[src/rtl/tl_vc_pkg.sv]
// Shared definitions for the transaction-layer virtual-channel push path:
// VC count, dispatcher FSM states, class-field decode and one-hot VC encode.
package tl_vc_pkg;

  localparam int NUM_VC = 4;

  typedef enum logic [1:0] {
    IDLE  = 2'd0,
    ISSUE = 2'd1,
    STALL = 2'd2
  } vc_state_e;

  // Extracts the 2-bit class field located at bit lsb of a (zero-extended) word.
  function automatic logic [1:0] class_decode(input logic [31:0] word, input int lsb);
    logic [31:0] shifted;
    shifted = word >> lsb;
    return shifted[1:0];
  endfunction

  function automatic logic [NUM_VC-1:0] vc_onehot(input logic [1:0] vc);
    logic [NUM_VC-1:0] oh;
    oh     = '0;
    oh[vc] = 1'b1;
    return oh;
  endfunction

endpackage

[src/rtl/vc_occupancy_counter.sv]
// Per-VC FIFO occupancy tracker: +1 on push, -1 on pop, unchanged on both,
// and flags a pop seen while the count is already zero.
module vc_occupancy_counter #(
  parameter int CNT_W = 4
) (
  input  logic             clk_i,
  input  logic             rst_ni,
  input  logic             push_i,
  input  logic             pop_i,
  output logic [CNT_W-1:0] count_o,
  output logic             underflow_o
);

  logic [CNT_W-1:0] cnt_q, cnt_d;

  always_comb begin
    cnt_d       = cnt_q;
    underflow_o = 1'b0;
    case ({push_i, pop_i})
      2'b10: cnt_d = cnt_q + 1'b1;
      2'b01: begin
        if (cnt_q == '0) underflow_o = 1'b1;
        else             cnt_d       = cnt_q - 1'b1;
      end
      default: cnt_d = cnt_q;
    endcase
  end

  always_ff @(posedge clk_i or negedge rst_ni) begin
    if (!rst_ni) cnt_q <= '0;
    else         cnt_q <= cnt_d;
  end

  assign count_o = cnt_q;

endmodule

[src/rtl/vc_push_dispatcher.sv]
// Write-side VC dispatcher: holds one upstream word, pushes it into the VC FIFO
// named by its class field and backpressures while that FIFO has no room.
// Optional per-VC push totals are built when DISPATCH_STATS_EN is defined.
module vc_push_dispatcher
  import tl_vc_pkg::*;
#(
  parameter int DATA_W     = 6,
  parameter int CLASS_LSB  = 4,
  parameter int FIFO_DEPTH = 8,
  parameter int STALL_W    = 8
) (
  input  logic               clk,
  input  logic               reset_L,
  input  logic [DATA_W-1:0]  in_data,
  input  logic               in_valid,
  output logic               in_ready,
  input  logic [NUM_VC-1:0]  almost_full,
  input  logic [NUM_VC-1:0]  pop,
  output logic [NUM_VC-1:0]  push,
  output logic [DATA_W-1:0]  data_out,
  output logic               stall,
  output logic [STALL_W-1:0] stall_cycles,
  output logic               underflow_err
`ifdef DISPATCH_STATS_EN
  ,
  output logic [NUM_VC*16-1:0] vc_push_total
`endif
);

  localparam int CNT_W  = $clog2(FIFO_DEPTH) + 1;
  localparam int CNT_W1 = CNT_W + 1;
  localparam logic [CNT_W:0] DEPTH_LIM = CNT_W1'(FIFO_DEPTH);

  vc_state_e            state_q, state_d;
  logic [DATA_W-1:0]    hold_q, hold_d;
  logic [NUM_VC-1:0]    push_q, push_d;
  logic [DATA_W-1:0]    data_q, data_d;
  logic                 stall_q, stall_d;
  logic [STALL_W-1:0]   stall_cnt_q, stall_cnt_d;
  logic                 uf_q, uf_d;

  logic [CNT_W-1:0]     cnt [NUM_VC];
  logic [NUM_VC-1:0]    uf_evt;
  logic [1:0]           target;
  logic [CNT_W:0]       committed;
  logic                 space_ok;
  logic                 xfer;
  logic                 issue;

  assign target = class_decode(32'(hold_q), CLASS_LSB);

  // A push already on the output is not yet in cnt; include it so that
  // back-to-back words to one VC can never overrun its FIFO.
  assign committed = {1'b0, cnt[target]} + {{CNT_W{1'b0}}, push_q[target]};
  assign space_ok  = !almost_full[target] && (committed < DEPTH_LIM);

  assign in_ready = reset_L && ((state_q == IDLE) || space_ok);
  assign xfer     = in_valid && in_ready;

  always_ff @(posedge clk or negedge reset_L) begin
    if (!reset_L) state_q <= IDLE;
    else          state_q <= state_d;
  end

  always_comb begin
    state_d = state_q;
    unique case (state_q)
      IDLE:         if (xfer) state_d = ISSUE;
      ISSUE, STALL: begin
        if (space_ok) state_d = xfer ? ISSUE : IDLE;
        else          state_d = STALL;
      end
      default:      state_d = IDLE;
    endcase
  end

  always_comb begin
    issue       = (state_q != IDLE) && space_ok;
    hold_d      = xfer  ? in_data            : hold_q;
    push_d      = issue ? vc_onehot(target)  : '0;
    data_d      = issue ? hold_q             : data_q;
    stall_d     = (state_d == STALL);
    stall_cnt_d = stall_cnt_q;
    if (stall_d && (stall_cnt_q != '1)) stall_cnt_d = stall_cnt_q + 1'b1;
    uf_d        = uf_q | (|uf_evt);
  end

  always_ff @(posedge clk or negedge reset_L) begin
    if (!reset_L) begin
      hold_q      <= '0;
      push_q      <= '0;
      data_q      <= '0;
      stall_q     <= 1'b0;
      stall_cnt_q <= '0;
      uf_q        <= 1'b0;
    end else begin
      hold_q      <= hold_d;
      push_q      <= push_d;
      data_q      <= data_d;
      stall_q     <= stall_d;
      stall_cnt_q <= stall_cnt_d;
      uf_q        <= uf_d;
    end
  end

  for (genvar g = 0; g < NUM_VC; g++) begin : g_occ
    vc_occupancy_counter #(
      .CNT_W (CNT_W)
    ) u_occ (
      .clk_i       (clk),
      .rst_ni      (reset_L),
      .push_i      (push_q[g]),
      .pop_i       (pop[g]),
      .count_o     (cnt[g]),
      .underflow_o (uf_evt[g])
    );
  end

`ifdef DISPATCH_STATS_EN
  for (genvar g = 0; g < NUM_VC; g++) begin : g_stats
    logic [15:0] tot_q;
    always_ff @(posedge clk or negedge reset_L) begin
      if (!reset_L)       tot_q <= '0;
      else if (push_q[g]) tot_q <= tot_q + 16'd1;
    end
    assign vc_push_total[16*g +: 16] = tot_q;
  end
`endif

  assign push          = push_q;
  assign data_out      = data_q;
  assign stall         = stall_q;
  assign stall_cycles  = stall_cnt_q;
  assign underflow_err = uf_q;

endmodule

[config.mk]
export PLATFORM = sky130hd
export DESIGN_NAME = vc_push_dispatcher
export DESIGN_NICKNAME = d
export VERILOG_FILES = /design/src/rtl/tl_vc_pkg.sv /design/src/rtl/vc_occupancy_counter.sv /design/src/rtl/vc_push_dispatcher.sv
export SDC_FILE = /design/constraint.sdc
export NUM_CORES = 1
export LEC_CHECK = 0
export ABC_AREA = 1
export ABC_CLOCK_PERIOD_IN_PS = 2400
export BUFFER_PORTS_ARGS = -buffer_cell sky130_fd_sc_hd__buf_4
export CORE_UTILIZATION = 57
export DETAILED_ROUTE_END_ITERATION = 10
export GPL_ROUTABILITY_DRIVEN = 0
export PLACE_DENSITY = 0.82
export SYNTH_ARGS = -nofsm -noshare
export SYNTH_HDL_FRONTEND = slang
export SYNTH_SLANG_ARGS = --single-unit
[constraint.sdc]
create_clock -name clk -period 2.4 [get_ports clk]
set_clock_uncertainty 0.1 [all_clocks]
set_input_delay 0 -clock clk [delete_from_list [all_inputs] [get_ports clk]]
set_output_delay 0 -clock clk [all_outputs]
set_load 0.03 [all_outputs]
==> run_results.csv <==
group,metric,value,unit
run_status,status,"finished clean",
logic_synthesis,yosysSeqAreaShare,42.84,%
sta,fin_crit_sh,90.82,%
clocking,cts_buffer_depth,2,
finish,drive_gt1_share,21.83,%
die,die_area,4781,µm²
sta,hold_viol_final,0,
setup_path,path_class,"reg -> reg",
placement,hpwl,3621,µm
sta,min_period,2.180,ns
die,boundaryPins,38,
sta,worstMarginPinSlew,0.5843,ns
power,internal_power,0.002321,W
detailed_routing,drtPass1Iterations,5,
logic_synthesis,synth_seq_cells,44,
power,finalPower,0.004245,W
die,dieWidth,69.15,µm
power,swShare,45.31,%
logic_synthesis,synth-edff-count,0,
logic_synthesis,synth_common_cells,"nand2_1 (70), dfrtp_1 (44), nor2_1 (30), inv_1 (26), a21oi_1 (15)",
clocking,cts_made_buffers,5,
logic_synthesis,synth_most_common_cell,"nand2_1",
placement,port_buffers,37,
logic_synthesis,synthesis.nets,321,
grt,grt_start_max_net_pins,48,
setup_path,crit_path_end_kind,"flop",
clocking,clkSlewWorstSetupHoldPaths,0.08,ns
logic_synthesis,yosysWarnings,0,
placement,dp_worst_setup_slack,0.1152,ns
grt,grt.total_usage,23.88,%
power,pwr-share-seq,33.5,%
logic_synthesis,synthArstFlopShare,100.0,%
finish,diodes,0,
setup_path,start_kind,"flop",
detailed_routing,drcViolationCount,0,
clocking,clock_latency,0.30,ns
grt,grt_pass1_wl,9039,µm
die,num_rows,24,
setup_path,worstPathRequired,2.50,ns
power,vdd_drop_max,801.7,µV
sta,worst_slack,0.2203,ns
grt,grt_pass1_vias,2019,
detailed_routing,drt_wl_total,4980,µm
detailed_routing,drt_iter0_markers,133,
setup_path,arrival,2.27,ns
grt,grt.overflow.total,0,
sta,tns,0,ns
clocking,cts_tree,"built",
clocking,cts_num_sinks,44,
setup_path,path_max_fanout,13,
run,maxCapViolCount,0,
logic_synthesis,synth_top_cell_area_share,42.84,%
setup_path,regToRegSetupSlack,0.22,ns
logic_synthesis,ys_top_cells_by_area,"dfrtp_1 (43%), nand2_1 (10%), ha_1 (5.4%)",
power,power_per_cell_area,1377,nW/µm²
power,power_frac_comb,53.0,%
sta,fmax,458.8,MHz
min_path,hold_class,"in -> reg",
power,pwr-share-clk,13.5,%
logic_synthesis,synthDistinctLibCells,33,
die,core,4354,µm²
detailed_routing,vias,2062,
finish,syn2layout_area_growth,19.91,%
clocking,htree_levels,2,
sta,rsz0062_at_grt,"no",
grt,antenna_found_initial,0,
logic_synthesis,syn_area,2570,µm²
logic_synthesis,synth.largest_area_cell,"dfrtp_1",
clocking,clock-root-buffer,"clkbuf_8",
power,leakage,1.560,nW
finish,nets,370,
power,p_switching,0.001923,W
logic_synthesis,postSynthAreaPerCell,8.893,µm²
detailed_routing,ant_nets,0,
detailed_routing,vias_per_cell,5.274,
die,die_h,69.15,µm
logic_synthesis,synthFlopType,"dfrtp_1",
logic_synthesis,synthCells,289,
die,start_util,59.02,%
sta,max_slew_margin,61.05,%
sta,final_max_slew_viol_count,0,
detailed_routing,wl_per_cell,12.74,µm
sta,finalSetupViolations,0,
flip-flops by register name, summed over array words and instances (netlist names):
signal	count
data_out	6
hold_q	6
push	4
g_occ.u_occ.count_o	16
stall_cycles	8
underflow_err	1
state_q	2
stall	1
kinds of logic after synthesis:
kind of cell	count (synthesis)	share of synthesized area [%]
compound gates	28	6.427
xor+xnor	18	6.134
fa+ha+maj	15	8.471
buf+inv	35	6.426
flops	44	42.84
mux	8	3.505
simple gates	141	26.19
power groups by stage:
stage                     sequential (W)  clock (W)  combinational, W
after floorplan                  0.00148          0           0.00161
after global placement           0.00141          0           0.00209
after detailed placement         0.00142          0           0.00218
after CTS                        0.00141   0.000585           0.00220
after global routing             0.00149   0.000622           0.00254
final                            0.00142   0.000572           0.00225
critical path, cell delays in order (launching register included):
cell,delay (ns)
dfrtp_2,0.52
inv_1,0.18
nor2_1,0.20
o21ai_2,0.08
nand2_1,0.13
nor3_4,0.06
nand2_4,0.11
nand2_2,0.08
a21oi_4,0.31
nand3_4,0.16
nand2_1,0.10
nand2_1,0.05
layout by cell type (no fill, tap or decap):
master | synthesis | layout
inv_2 | 1 | 1
nand2_2 | 2 | 2
nand4_1 | 10 | 10
nand2_1 | 70 | 70
nand3_4 | 2 | 2
nand3_1 | 14 | 14
nor3_4 | 1 | 1
dfrtp_1 | 44 | 42
nor3_1 | 2 | 2
dfrtp_2 | 0 | 2
dlygate4sd3_1 | 0 | 8
inv_1 | 26 | 26
o21ai_2 | 1 | 1
a211o_1 | 1 | 1
o22ai_1 | 1 | 1
xor2_1 | 12 | 12
a21oi_1 | 15 | 15
nor2_1 | 30 | 30
a21oi_4 | 1 | 1
ha_1 | 11 | 11
nand2_8 | 1 | 1
fa_1 | 4 | 4
bufinv_16 | 0 | 1
clkbuf_8 | 0 | 5
clkinv_2 | 0 | 1
nand2_4 | 2 | 2
o21ai_0 | 7 | 7
or2_2 | 2 | 2
a21boi_0 | 1 | 1
clkinv_1 | 1 | 1
mux2_2 | 8 | 8
buf_4 | 5 | 41
nor2_4 | 1 | 2
nor4_1 | 3 | 3
a21boi_1 | 1 | 1
clkinvlp_4 | 0 | 1
xnor2_1 | 6 | 6
through the flow:
stage               utilization, %  hold WS, ns  instances  cell area [µm²]
finish                       70.78      0.01240        391             3082
global route                 70.78      0.02361        391             3082
CTS                          70.09     0.002546        388             3052
detailed placement           65.69     -0.05247        372             2860
global placement             65.69     -0.05584        372             2860
floorplan                        -      -0.3956        289             2570
metal layers:
metal | global-route usage (%) | share of wire [%]
met2 | 40.13 | 51
met1 | 30.76 | 45
met4 | 6.803 | 0.86
met5 | 0 | 0
met3 | 5.702 | 3.1
final timing paths:
kind / startpoint / end / cells past startpoint
worst max-delay path: hold_q[5] / stall_cycles[6] / 11
worst min-delay path: pop[2] / g_occ[2].u_occ.count_o[3] / 5
worst max register to register: hold_q[5] / stall_cycles[6] / 11
worst min register to register: data_out[2] / data_out[2] / 2
max in group asynchronous: reset_L / hold_q[4] / 2
min in group asynchronous: reset_L / g_occ[0].u_occ.count_o[1] / 2
area by class of cell:
class                   count  area [µm²]
fillers                   341        1272
multi-input cells         210        1309
well taps                  52       65.06
flip-flops and latches     44        1104
repair buffers             49       387.9
clock buffers               5       68.82
inverters                  28       105.1
clock inverters             3       42.54
repair_timing:
| item | 4_1_cts | 5_1_grt |
|---|---|---|
| endpoints found under the hold margin | 50 | 0 |
| hold buffers | 8 | 0 |
| setup buffers | 0 | 3 |
| resized for setup | 0 | 3 |
| endpoints found under the setup margin | 0 | 9 |
(Power assumes the default switching activity.)
